File: src/rtl/vdma_pkg.sv
// Shared types and constants for the video DMA write burst scheduler.
// Latency: n/a (declarations only).
// Backpressure: n/a.
//
// Contents: scheduler state encoding, AXI 4 KB boundary size, BRESP codes.
package vdma_pkg;

   typedef enum logic [1:0] {
      IDLE  = 2'd0,
      CALC  = 2'd1,
      ISSUE = 2'd2,
      DRAIN = 2'd3
   } state_t;

   localparam int AXI_4K = 4096;

   localparam logic [1:0] BRESP_OKAY   = 2'd0;
   localparam logic [1:0] BRESP_SLVERR = 2'd2;
   localparam logic [1:0] BRESP_DECERR = 2'd3;

endpackage

File: src/rtl/vdma_burst_split.sv
// Picks the length of the next AXI burst: min(remaining, MAX_BURST, beats to next 4 KB line).
// Latency: purely combinational.
// Backpressure: none; evaluated whenever the scheduler is in its CALC cycle.
//
// Ports:
//   addr      - burst start byte address (only bits [11:0] matter)
//   remaining - beats still to issue for the current segment (>= 1)
//   len       - beats in the next burst, 1..MAX_BURST
module vdma_burst_split
   import vdma_pkg::*;
#(
   parameter int ADDR_WIDTH     = 32,
   parameter int LEN_WIDTH      = 16,
   parameter int BYTES_PER_BEAT = 4,
   parameter int MAX_BURST      = 256
)
(
   input  logic [ADDR_WIDTH-1:0] addr,
   input  logic [LEN_WIDTH-1:0]  remaining,
   output logic [8:0]            len
);

   localparam int BEAT_SHIFT = $clog2(BYTES_PER_BEAT);
   // Common compare width large enough for both the 4 KB room and the segment length.
   localparam int CW = (LEN_WIDTH > 13) ? LEN_WIDTH : 13;

   logic [12:0]   room_bytes;
   logic [12:0]   room_beats;
   logic [CW-1:0] cap;
   logic [CW-1:0] rem_w;
   logic [CW-1:0] len_w;
   logic          unused_addr_hi;

   // Upper address bits never influence the 4 KB room.
   assign unused_addr_hi = ^addr[ADDR_WIDTH-1:12];

   always_comb begin
      // Room is 1..4096 bytes; a 4096 result means the address sits exactly on a 4 KB line.
      room_bytes = 13'(AXI_4K) - {1'b0, addr[11:0]};
      room_beats = room_bytes >> BEAT_SHIFT;
      cap        = (CW'(room_beats) < CW'(MAX_BURST)) ? CW'(room_beats) : CW'(MAX_BURST);
      rem_w      = CW'(remaining);
      len_w      = (rem_w < cap) ? rem_w : cap;
      len        = 9'(len_w);
   end

endmodule

File: src/rtl/vdma_wr_burst_sched.sv
// Splits capture-buffer drain segments into 4 KB-safe AXI write bursts inside a frame ring.
// Latency: segment handshake -> first cmd_valid in 2 cycles; at most one command per 2 cycles.
// Backpressure: seg_ready only in IDLE; cmd_valid holds until cmd_ready, and is withheld at MAX_OUTSTANDING.
//
// Ports:
//   clk, rst                      - clock, synchronous active-high reset
//   cfg_enable/base/stride        - segment acceptance enable, frame 0 base, frame stride (bytes)
//   rd_frame_idx                  - frame held by the display reader; never becomes the write frame
//   seg_valid/ready/beats/eof     - segment request from the capture buffer
//   cmd_valid/ready/addr/len      - burst command to the AXI write master (len is AWLEN)
//   resp_valid/code               - one pulse per completed burst with its BRESP
//   wr_frame_idx, last_frame_idx  - frame being written, last completed frame
//   frame_done, frame_skip_cnt    - frame completion pulse, saturating count of blocked ring advances
//   err, busy                     - sticky error on non-OKAY BRESP, activity indicator
module vdma_wr_burst_sched
   import vdma_pkg::*;
#(
   parameter int ADDR_WIDTH      = 32,
   parameter int LEN_WIDTH       = 16,
   parameter int BYTES_PER_BEAT  = 4,
   parameter int MAX_BURST       = 256,
   parameter int MAX_OUTSTANDING = 4,
   parameter int NUM_FRAMES      = 3
)
(
   input  logic                  clk,
   input  logic                  rst,
   input  logic                  cfg_enable,
   input  logic [ADDR_WIDTH-1:0] cfg_base_addr,
   input  logic [ADDR_WIDTH-1:0] cfg_frame_stride,
   input  logic [2:0]            rd_frame_idx,
   input  logic                  seg_valid,
   output logic                  seg_ready,
   input  logic [LEN_WIDTH-1:0]  seg_beats,
   input  logic                  seg_eof,
   output logic                  cmd_valid,
   input  logic                  cmd_ready,
   output logic [ADDR_WIDTH-1:0] cmd_addr,
   output logic [7:0]            cmd_len,
   input  logic                  resp_valid,
   input  logic [1:0]            resp_code,
   output logic [2:0]            wr_frame_idx,
   output logic                  frame_done,
   output logic [2:0]            last_frame_idx,
   output logic [15:0]           frame_skip_cnt,
   output logic                  err,
   output logic                  busy
);

   localparam int BEAT_SHIFT = $clog2(BYTES_PER_BEAT);
   localparam int OW         = $clog2(MAX_OUTSTANDING + 1);

   state_t                state;
   state_t                state_nxt;
   logic [ADDR_WIDTH-1:0] offset;
   logic [ADDR_WIDTH-1:0] frame_base;
   logic [ADDR_WIDTH-1:0] burst_addr;
   logic [LEN_WIDTH-1:0]  remaining;
   logic                  eof_q;
   logic [8:0]            cur_len;
   logic [8:0]            split_len;
   logic [OW-1:0]         outstanding;
   logic                  cmd_fire;
   logic                  resp_take;
   logic                  last_burst;
   logic                  drain_done;
   logic [2:0]            next_frame;

   // Address of the next burst, sampled only in CALC so cfg changes land on a burst boundary.
   assign frame_base = cfg_base_addr + ADDR_WIDTH'(wr_frame_idx) * cfg_frame_stride;
   assign burst_addr = frame_base + offset;

   vdma_burst_split #(
      .ADDR_WIDTH     (ADDR_WIDTH),
      .LEN_WIDTH      (LEN_WIDTH),
      .BYTES_PER_BEAT (BYTES_PER_BEAT),
      .MAX_BURST      (MAX_BURST)
   ) u_burst_split (
      .addr      (burst_addr),
      .remaining (remaining),
      .len       (split_len)
   );

   assign cmd_fire   = cmd_valid && cmd_ready;
   // A stray response with nothing outstanding must not wrap the counter.
   assign resp_take  = resp_valid && (outstanding != '0);
   assign last_burst = (remaining == LEN_WIDTH'(cur_len));
   assign drain_done = (state == DRAIN) && (outstanding == '0);
   assign next_frame = (wr_frame_idx == 3'(NUM_FRAMES - 1)) ? 3'd0 : wr_frame_idx + 3'd1;
   assign busy       = (state != IDLE) || (outstanding != '0);

   always_ff @(posedge clk) begin
      if (rst) begin
         state <= IDLE;
      end else begin
         state <= state_nxt;
      end
   end

   always_comb begin
      state_nxt = state;
      seg_ready = 1'b0;
      cmd_valid = 1'b0;
      case (state)
         IDLE: begin
            seg_ready = cfg_enable;
            if (seg_valid && cfg_enable) begin
               state_nxt = CALC;
            end
         end
         CALC: begin
            state_nxt = ISSUE;
         end
         ISSUE: begin
            cmd_valid = (outstanding < OW'(MAX_OUTSTANDING));
            if (cmd_valid && cmd_ready) begin
               state_nxt = last_burst ? DRAIN : CALC;
            end
         end
         DRAIN: begin
            if (outstanding == '0) begin
               state_nxt = IDLE;
            end
         end
         default: begin
            state_nxt = IDLE;
         end
      endcase
   end

   always_ff @(posedge clk) begin
      if (rst) begin
         offset         <= '0;
         remaining      <= '0;
         eof_q          <= 1'b0;
         cur_len        <= '0;
         outstanding    <= '0;
         cmd_addr       <= '0;
         cmd_len        <= '0;
         wr_frame_idx   <= '0;
         last_frame_idx <= '0;
         frame_done     <= 1'b0;
         frame_skip_cnt <= '0;
         err            <= 1'b0;
      end else begin
         frame_done <= 1'b0;

         if (resp_valid && (resp_code != BRESP_OKAY)) begin
            err <= 1'b1;
         end

         // Simultaneous issue and retire cancel out.
         if (cmd_fire && !resp_take) begin
            outstanding <= outstanding + OW'(1);
         end else if (!cmd_fire && resp_take) begin
            outstanding <= outstanding - OW'(1);
         end

         if (state == IDLE && seg_valid && cfg_enable) begin
            remaining <= seg_beats;
            eof_q     <= seg_eof;
         end

         if (state == CALC) begin
            cmd_addr <= burst_addr;
            cmd_len  <= 8'(split_len - 9'd1);
            cur_len  <= split_len;
         end

         if (cmd_fire) begin
            offset    <= offset + (ADDR_WIDTH'(cur_len) << BEAT_SHIFT);
            remaining <= remaining - LEN_WIDTH'(cur_len);
         end

         // Frame completes only once every burst of its EOF segment is acknowledged.
         if (drain_done && eof_q) begin
            frame_done     <= 1'b1;
            last_frame_idx <= wr_frame_idx;
            offset         <= '0;
            if (next_frame == rd_frame_idx) begin
               // Reader holds the next frame: overwrite the current one instead.
               if (frame_skip_cnt != 16'hFFFF) begin
                  frame_skip_cnt <= frame_skip_cnt + 16'd1;
               end
            end else begin
               wr_frame_idx <= next_frame;
            end
         end
      end
   end

endmodule

File: config.mk
export PLATFORM = sky130hd
export DESIGN_NAME = vdma_wr_burst_sched
export DESIGN_NICKNAME = d
export VERILOG_FILES = /design/src/rtl/vdma_pkg.sv /design/src/rtl/vdma_burst_split.sv /design/src/rtl/vdma_wr_burst_sched.sv
export SDC_FILE = /design/constraint.sdc
export NUM_CORES = 1
export LEC_CHECK = 0
export BUFFER_PORTS_ARGS = -buffer_cell sky130_fd_sc_hd__buf_4
export CORE_MARGIN = 2
export CORE_UTILIZATION = 45
export DETAILED_ROUTE_END_ITERATION = 10
export GPL_TIMING_DRIVEN = 0
export PLACE_DENSITY_LB_ADDON = 0.3
export SLEW_MARGIN = 0
export SYNTH_ARGS = -nofsm -noshare
export SYNTH_HDL_FRONTEND = slang
export SYNTH_SLANG_ARGS = --single-unit
export TNS_END_PERCENT = 100
File: constraint.sdc
create_clock -name clk -period 9.8 [get_ports clk]
set_input_delay 0.49 -clock clk [delete_from_list [all_inputs] [get_ports clk]]
set_output_delay 0.49 -clock clk [all_outputs]
set_load 0.005 [all_outputs]
==> results of run 1 <==
## registers in the layout, summed over array words and instances, names as in the netlist, 2 cells and up
name            count
offset             30
frame_skip_cnt     16
last_frame_idx      3
wr_frame_idx        3
cmd_len             8
state               2
cmd_addr           32
remaining          16
cur_len             9
outstanding         3
## final timing paths
kind                                       from         end  slack (ns)  cells after the start
worst max-delay path            wr_frame_idx[0]  cmd_len[6]        0.60                     30
worst min-delay path                    seg_eof       eof_q        0.31                      3
worst max register to register  wr_frame_idx[0]  cmd_len[6]        0.60                     30
worst min register to register              err         err        0.45                      2
## kinds of logic (layout without fill, tap and decap cells)
family | after synthesis | after routing | synth area share, %
and+or+nand+nor | 486 | 486 | 22.0
AOI/OAI and AO/OA | 278 | 278 | 17.3
buffers and inverters | 176 | 365 | 6.21
adders and majority gates | 154 | 154 | 24.3
DFF | 125 | 125 | 23.3
xor gates and xnor gates | 71 | 71 | 5.78
muxes | 12 | 12 | 1.17
other | 1 | 2 | 0.0349
## synth_stat cells, types with 4 or more instances
| master | count |
|---|---|
| nand2_1 | 186 |
| nand2b_1 | 7 |
| nor4b_1 | 7 |
| buf_1 | 11 |
| inv_1 | 120 |
| and2_1 | 31 |
| and3_1 | 14 |
| or4_1 | 9 |
| xnor2_1 | 43 |
| xor2_1 | 28 |
| clkbuf_1 | 41 |
| o31ai_1 | 12 |
| nor3_1 | 31 |
| a31oi_1 | 5 |
| o21a_1 | 5 |
| nor2b_1 | 15 |
| nor4_1 | 5 |
| fa_1 | 91 |
| ha_1 | 63 |
| nor2_1 | 92 |
| a221oi_1 | 5 |
| a211oi_1 | 34 |
| o21ai_0 | 39 |
| nor3b_1 | 4 |
| o221ai_1 | 4 |
| nand3_1 | 34 |
| mux2i_1 | 9 |
| or3_1 | 10 |
| o22ai_1 | 6 |
| nand4_1 | 18 |
| o211ai_1 | 6 |
| a21oi_1 | 99 |
| a21o_1 | 23 |
| dfxtp_1 | 125 |
## layer usage
metal	vias to the layer above	wire length [µm]
met1	4860	13900
met3	51	2330
met4	0	844
met2	344	14800
li1	4835	-
met5	-	0
## layout make-up
class	instances	area [µm²]
diodes	1	2.50
plain buffers	56	219
clock buffers	22	464
clock inverters	10	139
fillers	2216	10500
inverters	120	450
multi-input cells	1002	7590
flip-flops and latches	125	2500
well taps	319	399
repair buffers	157	1180
## through the flow
step | power (W) | hold slack (ns) | instances | utilization (%) | cell area, µm²
6_report | 0.00173 | 0.310 | 1812 | 55.1 | 12900
5_1_grt | 0.00181 | 0.314 | 1811 | 55.1 | 12900
4_1_cts | 0.00173 | 0.303 | 1811 | 55.1 | 12900
3_5_place_dp | 0.00107 | 0.446 | 1779 | 52.5 | 12300
3_3_place_gp | 0.00106 | 0.437 | 1779 | 52.5 | 12300
2_1_floorplan | 0.000900 | 0.437 | 1303 | - | 10800
## power groups by stage
stage,Clock (W),Combinational [W],Sequential (W)
floorplan,0,0.000322,0.000578
global placement,0,0.000468,0.000591
detailed placement,0,0.000473,0.000592
CTS,0.000667,0.000478,0.000581
global route,0.000689,0.000537,0.000587
finish,0.000663,0.000482,0.000582
## worst max-delay path, delay by kind of cell (launching register included)
kind | cells | cell delay, ns
xor gates and xnor gates | 1 | 0.11
muxes | 1 | 0.42
AOI/OAI and AO/OA | 10 | 2.59
buffers and inverters | 6 | 1.70
and+or+nand+nor | 5 | 1.01
DFF | 1 | 0.44
adders and majority gates | 7 | 2.80
==> results by group, run 1 <==
Detailed routing
  • Routed Wire Length: 31900 µm
  • First-pass DRT Iterations: 5
  • DRC marker count from the first detailed-route iteration: a little under 700
  • Average routed wire per standard cell: 17.6 µm
  • Antenna-violating nets left: 0
  • DR vias: 10100
  • Drc violations: 0
  • Vias per Instance: 5.57

Pwr
  • P per Cell Area: about 130 nW/µm²
  • Switching portion of total power: between 30% and 40%
  • Leakage: 5.72 nW
  • Internal Dissipation: around 0.0012 W
  • Relative contribution of the clock network to total power: 38.4%
  • Net Sw Power: 0.000572 W
  • IR drop worst, VDD: 0.136 mV
  • Logic pwr share: 27.9%
  • Register share of total power: 33.7%

Global routing
  • Number of antenna violations at the first check in global routing: 0
  • Global route overflow: 0
  • Busiest metal layer after global routing: met2
  • Met1 demand-to-capacity share in global routing: 35.2%
  • Largest net degree at the start of global routing: 17
  • Global-route met2 utilization: 42.5%
  • Aggregate global-route resource usage: a little over a quarter
  • Wire length of the first global-routing pass: 51000 µm
  • Met3 Usage GRT: 4.41%
  • Vias in the first global route: 9818

Logic synthesis
  • Share of Yosys cell area claimed by the top area cell type: 23.3%
  • Number of library cell types mapped by synthesis: 80
  • Average instance area after synthesis: about 8.3 µm²
  • Combined area of all synthesized cells: roughly 11000 µm²
  • Number of warning messages in the yosys log: 0
  • Fraction of the yosys area taken by sequential cells: 23.3%
  • Gate count after technology mapping: about 1300
  • Count of flip-flops with a built-in enable after synthesis: 0
  • Library cell with the largest summed area after synthesis: dfxtp_1
  • Number of synthesized register bits: 125
  • Leading register cell type out of synthesis: dfxtp_1
  • Top cells by area in the synthesized netlist: dfxtp_1 23%, fa_1 17%, ha_1 7.3%, nand2_1 6.5%, a21oi_1 4.6%
  • Net count of the mapped netlist: 1549
  • Async set-or-reset flop fraction in the synthesized netlist: 0%

Critical path
  • Highest net fanout along the worst path: 10
  • Startpoint kind of the worst setup timing path: flop
  • Data arrival time of the critical path: 9.51 ns
  • Most Frequent Cell on Critical Path: fa_1
  • Slowest CP cell: buf_1
  • Biggest cell delay along the critical path: around 0.66 ns
  • Required arrival time at the worst endpoint: 10.11 ns
  • Crit Path Class: flop to flop
  • Type of destination of the critical path: flop

Clock tree
  • TritonCTS sink count: 125
  • Count of H-tree levels built during CTS: 4
  • Clock root cell: clkbuf_16
  • Number of clock buffers inserted by TritonCTS: 17
  • Number of buffers inserted to repair setup after CTS: 0
  • Clock slew seen by the registers of the worst setup and hold paths: 0.06 ns
  • TritonCTS clock tree: done
  • Number of buffers inserted for hold repair after clock tree synthesis: 0
  • Resize count post-CTS: 0
  • Number of buffers on the longest clock path: 2
  • Worst-Skew Late Latency: 0.43 ns

Placed design
  • Final Wtd Congestion: 0.886
  • Setup slack after placement: 0.650 ns
  • I/O Buffers: approximately 160
  • DPL Wire Length: 24900 µm

STA
  • Unrepaired setup endpoints after global routing: false
  • Setup TNS Final: 0 ns
  • Max Clock Freq: 0.109 GHz
  • Slew headroom: 37.0%
  • Setup-violating endpoint count in the final report: 0
  • Max Clock Skew: 0.0140 ns
  • Transition at the pin with the smallest max-transition slack: about 0.95 ns
  • Clock period minus final worst setup slack: 9.20 ns
  • Number of failing hold endpoints at the final stage: 0
  • Final Worst Setup Slack: 0.600 ns
  • Final Cycle Share: ~94%
  • Fin. max-slew vios: 0

Floorplan
  • Total number of placement rows: 56
  • Chip height: 159 µm
  • Initial Utilization: 45.8%
  • IO Pins: 159
  • Core area: 23500 µm²
  • Horiz. Die Dim: ~160 µm
  • Die ar.: 25200 µm²

Flow run
  • Max-Cap Viols: 0

Cells and area
  • Most common library cell in the layout ignoring fill and taps: nand2_1
  • Layout cell share with drive strength beyond 1: 14.4%
  • Nets: 1725
  • Commonest non-fill, non-tap cells in the layout: 186 x nand2_1, 158 x buf_4, 125 x dfxtp_1, 120 x inv_1, 99 x a21oi_1
  • Synthesis-to-layout area growth: 20.3%

Outcome
  • Result of the run: completed

Worst hold path
  • Path category of the worst min-delay check: primary input to flop
Note: power is estimated with default switching activity, not from simulation.
==> run 2: changes to the inputs <==
--- a/config.mk
+++ b/config.mk
@@ -6,10 +6,13 @@
 export NUM_CORES = 1
 export LEC_CHECK = 0
 export BUFFER_PORTS_ARGS = -buffer_cell sky130_fd_sc_hd__buf_4
+export CELL_PAD_IN_SITES_DETAIL_PLACEMENT = 1
+export CELL_PAD_IN_SITES_GLOBAL_PLACEMENT = 1
 export CORE_MARGIN = 2
-export CORE_UTILIZATION = 45
+export CORE_UTILIZATION = 36
 export DETAILED_ROUTE_END_ITERATION = 10
 export GPL_TIMING_DRIVEN = 0
+export MAX_ROUTING_LAYER = met4
 export PLACE_DENSITY_LB_ADDON = 0.3
 export SLEW_MARGIN = 0
 export SYNTH_ARGS = -nofsm -noshare
==> results by group, run 2 (synthesis gave the netlist of run 1 again) <==
Detailed routing
  • DR vias: 10100
  • Drc violations: 0
  • First-pass DRT Iterations: 7
  • Average routed wire per standard cell: 19.7 µm
  • Vias per Instance: 5.39
  • DRC marker count from the first detailed-route iteration: 510
  • Antenna-violating nets left: 0
  • Routed Wire Length: 37000 µm

Pwr
  • Register share of total power: 33.4%
  • Total power consumption of the routed design: ~0.0017 W
  • Logic pwr share: ~28%
  • P per Cell Area: roughly 130 nW/µm²
  • Relative contribution of the clock network to total power: 38.1%
  • Leakage: 5.73 nW
  • Net Sw Power: 0.000599 W
  • IR drop worst, VDD: 0.0763 mV
  • Internal Dissipation: 0.00114 W
  • Switching portion of total power: 34.3%

Clock tree
  • Number of buffers inserted for hold repair after clock tree synthesis: 0
  • Number of buffers on the longest clock path: 2
  • TritonCTS sink count: 125
  • TritonCTS clock tree: done
  • Count of H-tree levels built during CTS: 4
  • Number of buffers inserted to repair setup after CTS: 0
  • Clock root cell: clkbuf_16
  • Clock slew seen by the registers of the worst setup and hold paths: 0.07 ns
  • Resize count post-CTS: 0
  • Number of clock buffers inserted by TritonCTS: 17
  • Worst-Skew Late Latency: 0.43 ns

STA
  • Worst slack on hold paths: 0.325 ns
  • Clock period minus final worst setup slack: 9.11 ns
  • Setup-violating endpoint count in the final report: 0
  • Final Worst Setup Slack: 0.686 ns
  • Setup TNS Final: 0 ns
  • Transition at the pin with the smallest max-transition slack: 1.04 ns
  • Final Cycle Share: 93.0%
  • Fin. max-slew vios: 0
  • Slew headroom: 30.8%
  • Max Clock Freq: 0.110 GHz
  • Max Clock Skew: 0.0136 ns
  • Unrepaired setup endpoints after global routing: false
  • Number of failing hold endpoints at the final stage: 0

Global routing
  • Number of antenna violations at the first check in global routing: 0
  • Largest net degree at the start of global routing: 17
  • Wire length of the first global-routing pass: between 50000 and 60000 µm
  • Aggregate global-route resource usage: 24.7%
  • Global route overflow: 0
  • Vias in the first global route: roughly 11000

Floorplan
  • Total number of placement rows: 63
  • Initial Utilization: 36.4%
  • IO Pins: 159
  • Horiz. Die Dim: 177 µm
  • Die ar.: 31300 µm²
  • Chip height: 177 µm
  • Core area: 29600 µm²

Critical path
  • Required arrival time at the worst endpoint: 10.13 ns
  • Slowest CP cell: fa_1
  • Kind of cell with the highest combined delay on the critical path: adder cells
  • Count of buffering cells on the critical path with inverters included: 7
  • Startpoint kind of the worst setup timing path: flop
  • Most Frequent Cell on Critical Path: fa_1
  • Biggest cell delay along the critical path: 0.58 ns
  • Highest net fanout along the worst path: 10
  • Crit Path Class: flop to flop
  • Type of destination of the critical path: flop
  • Data arrival time of the critical path: 9.44 ns

Cells and area
  • Most common library cell in the layout ignoring fill and taps: nand2_1
  • Antenna diodes: 0
  • Regs by FF count: cmd_addr: 32 flops, offset: 30 flops
  • Register with the most flip-flops: cmd_addr
  • Layout filler cell count: 3579
  • Layout cell share with drive strength beyond 1: around 15%
  • Nets: 1725
  • Synthesis-to-layout area growth: 21.1%
  • Flip-flop count of the largest register after layout: 32
  • Commonest non-fill, non-tap cells in the layout: 186 x nand2_1, 158 x buf_4, 125 x dfxtp_1, 120 x inv_1, 99 x a21oi_1

Placed design
  • DPL Wire Length: 29300 µm
  • Final Wtd Congestion: 0.889
  • Setup slack after placement: approximately 0.21 ns
  • I/O Buffers: 157

Flow run
  • Max-Cap Viols: 0

Worst hold path
  • Path category of the worst min-delay check: primary input to flop

Outcome
  • Result of the run: completed
-- run 2: worst min-delay path: stages --
cell and delay, ns:
buf_4 0.11, nand2_1 0.05, a21oi_1 0.06
-- run 2: final cells by class --
class | instances | area [µm²] | share of cell area (%)
Buffer | 56 | 224 | 1.72
Sequential cell | 125 | 2500 | 19.2
Multi-Input combinational cell | 1002 | 7590 | 58.2
Clock inverter | 14 | 169 | 1.30
Timing Repair Buffer | 157 | 1180 | 9.05
Inverter | 120 | 450 | 3.46
Clock buffer | 18 | 429 | 3.29
Tap cell | 390 | 488 | 3.75
-- run 2: routing by layer --
layer  up-vias  track usage (%)  share of wire, %
li1       4822                -                 -
met1      5032             31.2                45
met2       239             41.1                48
met3        48             3.87               4.2
met4         0             7.13               2.3
met5         -                -                 0
-- run 2: stage by stage --
step | utilization (%) | cell area [µm²] | cells
floorplan | - | 10800 | 1303
global placement | 42.0 | 12400 | 1850
detailed placement | 42.0 | 12400 | 1850
CTS | 44.1 | 13000 | 1882
global route | 44.1 | 13000 | 1882
finish | 44.1 | 13000 | 1882
-- run 2: power groups by stage --
stage | logic (W) | clock network, W | registers [W]
global placement | 0.000480 | 0 | 0.000592
global route | 0.000550 | 0.000693 | 0.000587
CTS | 0.000497 | 0.000672 | 0.000582
finish | 0.000497 | 0.000664 | 0.000583
detailed placement | 0.000491 | 0 | 0.000593
floorplan | 0.000322 | 0 | 0.000578
-- run 2: path summary, 6_finish.rpt --
check,start,endpoint,slack [ns],cells past startpoint
setup / recovery,wr_frame_idx[2],cmd_len[6],0.69,31
hold / removal,seg_eof,eof_q,0.33,3
setup reg to reg,wr_frame_idx[2],cmd_len[6],0.69,31
hold reg to reg,cmd_len[3],cmd_len[3],0.45,2
==> run 3: changes to the inputs <==
--- a/config.mk
+++ b/config.mk
@@ -6,6 +6,7 @@
 export NUM_CORES = 1
 export LEC_CHECK = 0
 export BUFFER_PORTS_ARGS = -buffer_cell sky130_fd_sc_hd__buf_4
+export CAP_MARGIN = 10
 export CELL_PAD_IN_SITES_DETAIL_PLACEMENT = 1
 export CELL_PAD_IN_SITES_GLOBAL_PLACEMENT = 1
 export CORE_MARGIN = 2
@@ -14,6 +15,7 @@
 export GPL_TIMING_DRIVEN = 0
 export MAX_ROUTING_LAYER = met4
 export PLACE_DENSITY_LB_ADDON = 0.3
+export RECOVER_POWER = 25
 export SLEW_MARGIN = 0
 export SYNTH_ARGS = -nofsm -noshare
 export SYNTH_HDL_FRONTEND = slang
==> results by group, run 3 (synthesis gave the netlist of run 1 again) <==
Outcome
  • Result of the run: completed

Clock tree
  • Number of buffers inserted to repair setup after CTS: 0
  • Worst-Skew Late Latency: 0.43 ns
  • Resize count post-CTS: 0
  • Number of buffers inserted for hold repair after clock tree synthesis: 0
  • Number of buffers on the longest clock path: 2
  • Clock root cell: clkbuf_16
  • Number of clock buffers inserted by TritonCTS: 17
  • TritonCTS sink count: about 130
  • Count of H-tree levels built during CTS: 4
  • Clock slew seen by the registers of the worst setup and hold paths: 0.06 ns
  • TritonCTS clock tree: done

Detailed routing
  • Routed Wire Length: 37000 µm
  • DR vias: 10200
  • Average routed wire per standard cell: 19.6 µm
  • Vias per Instance: 5.40
  • Drc violations: 0
  • DRC marker count from the first detailed-route iteration: 474
  • First-pass DRT Iterations: 5
  • Antenna-violating nets left: 0

Worst hold path
  • Path category of the worst min-delay check: primary input to flop
  • Hold path depth: 3
  • Endpoint of the worst hold path: eof_q
  • Startpoint of the tightest hold check path: seg_eof

Floorplan
  • Horiz. Die Dim: about 180 µm
  • IO Pins: 159
  • Die ar.: 31300 µm²
  • Initial Utilization: 36.4%
  • Core area: about 30000 µm²
  • Total number of placement rows: 63
  • Chip height: 177 µm

Global routing
  • Vias in the first global route: 10600
  • Wire length of the first global-routing pass: 58000 µm
  • Aggregate global-route resource usage: 24.7%
  • Largest net degree at the start of global routing: 17
  • Number of antenna violations at the first check in global routing: 0
  • Global route overflow: 0

Critical path
  • Slowest CP cell: clkbuf_1
  • Startpoint kind of the worst setup timing path: flop
  • Type of destination of the critical path: flop
  • Worst flop-to-flop path startpoint: wr_frame_idx[0]
  • Kind of cell with the highest combined delay on the critical path: adder cells
  • Highest net fanout along the worst path: 10
  • Count of buffering cells on the critical path with inverters included: 6
  • Required arrival time at the worst endpoint: a little over 10 ns
  • Logic depth of the worst register-to-register path: 30
  • Biggest cell delay along the critical path: between 0.6 and 0.7 ns
  • Critical register-to-register path endpoint: cmd_len[6]
  • Data arrival time of the critical path: 9.45 ns
  • Most Frequent Cell on Critical Path: fa_1
  • Crit Path Class: flop to flop
  • Slack of the worst reg-to-reg path: 0.67 ns

STA
  • Setup-violating endpoint count in the final report: 0
  • Clock period minus final worst setup slack: 9.13 ns
  • Number of failing hold endpoints at the final stage: 0
  • Unrepaired setup endpoints after global routing: false
  • Final Cycle Share: 93.1%
  • Transition at the pin with the smallest max-transition slack: 1.05 ns
  • Setup TNS Final: 0 ns
  • Max Clock Freq: about 0.11 GHz
  • Final Worst Setup Slack: 0.672 ns
  • Fin. max-slew vios: 0
  • Slew headroom: between 20% and 30%
  • Max Clock Skew: roughly 0.013 ns

Cells and area
  • Regs by FF count: cmd_addr: 32 flops, offset: 30 flops
  • Nets: 1725
  • Most common library cell in the layout ignoring fill and taps: nand2_1
  • Layout cell share with drive strength beyond 1: 14.3%
  • Synthesis-to-layout area growth: 20.9%
  • Flip-flop count of the largest register after layout: 32
  • Commonest non-fill, non-tap cells in the layout: 186 x nand2_1, 125 x dfxtp_1, 120 x inv_1, 110 x buf_4, 99 x a21oi_1
  • Register with the most flip-flops: cmd_addr

Placed design
  • I/O Buffers: 157
  • DPL Wire Length: 29300 µm
  • Final Wtd Congestion: between 0.8 and 0.9
  • Setup slack after placement: 0.209 ns

Flow run
  • Max-Cap Viols: 0

Pwr
  • Leakage: 5.68 nW
  • P per Cell Area: 134 nW/µm²
  • IR drop worst, VDD: 0.0760 mV
==> run 3: worst max-delay path by stage <==
stage / slack (ns) / depth (start not counted) / end / from
detailed placement: 0.21 / 31 / cmd_len[6] / wr_frame_idx[2]
finish: 0.67 / 30 / cmd_len[6] / wr_frame_idx[0]
CTS: 0.09 / 31 / cmd_len[6] / wr_frame_idx[2]
floorplan: 2.38 / 30 / cmd_len[6] / wr_frame_idx[2]
global placement: 0.32 / 31 / cmd_len[6] / wr_frame_idx[2]
global route: 0.04 / 31 / cmd_len[6] / wr_frame_idx[2]
==> run 3: worst min-delay path, cell delays in order <==
cell and delay, ns:
buf_4 0.11, nand2_1 0.05, a21oi_1 0.06
==> run 3: stage by stage <==
step                total power [W]  cell area (µm²)  hold slack, ns  instances  utilization, %
detailed placement          0.00108            12400           0.449       1850            42.0
global placement            0.00107            12400           0.442       1850            42.0
CTS                         0.00175            13000           0.316       1882            44.1
floorplan                  0.000900            10800           0.437       1303               -
global route                0.00183            13000           0.316       1882            44.0
finish                      0.00174            13000           0.326       1883            44.0
==> run 3: report_power, final <==
part,internal [W],switching [W]
registers,0.000542,0.0000404
logic,0.000200,0.000295
clock network,0.000400,0.000263
total,0.00114,0.000598
==> run 3: per-layer routing <==
metal | wire, µm | track usage, %
met5 | 0 | -
met2 | 17900 | 41.1
met4 | 803 | 7.13
met1 | 16400 | 31.2
met3 | 1780 | 3.87
==> run 3: final cells by class <==
type	instances	area (µm²)
Tap cell	390	488
Multi-Input combinational cell	1002	7590
Antenna cell	1	2.50
Buffer	56	224
Timing Repair Buffer	157	1150
Clock buffer	18	429
Fill cell	3578	16600
Sequential cell	125	2500
Inverter	120	450
Clock inverter	14	169
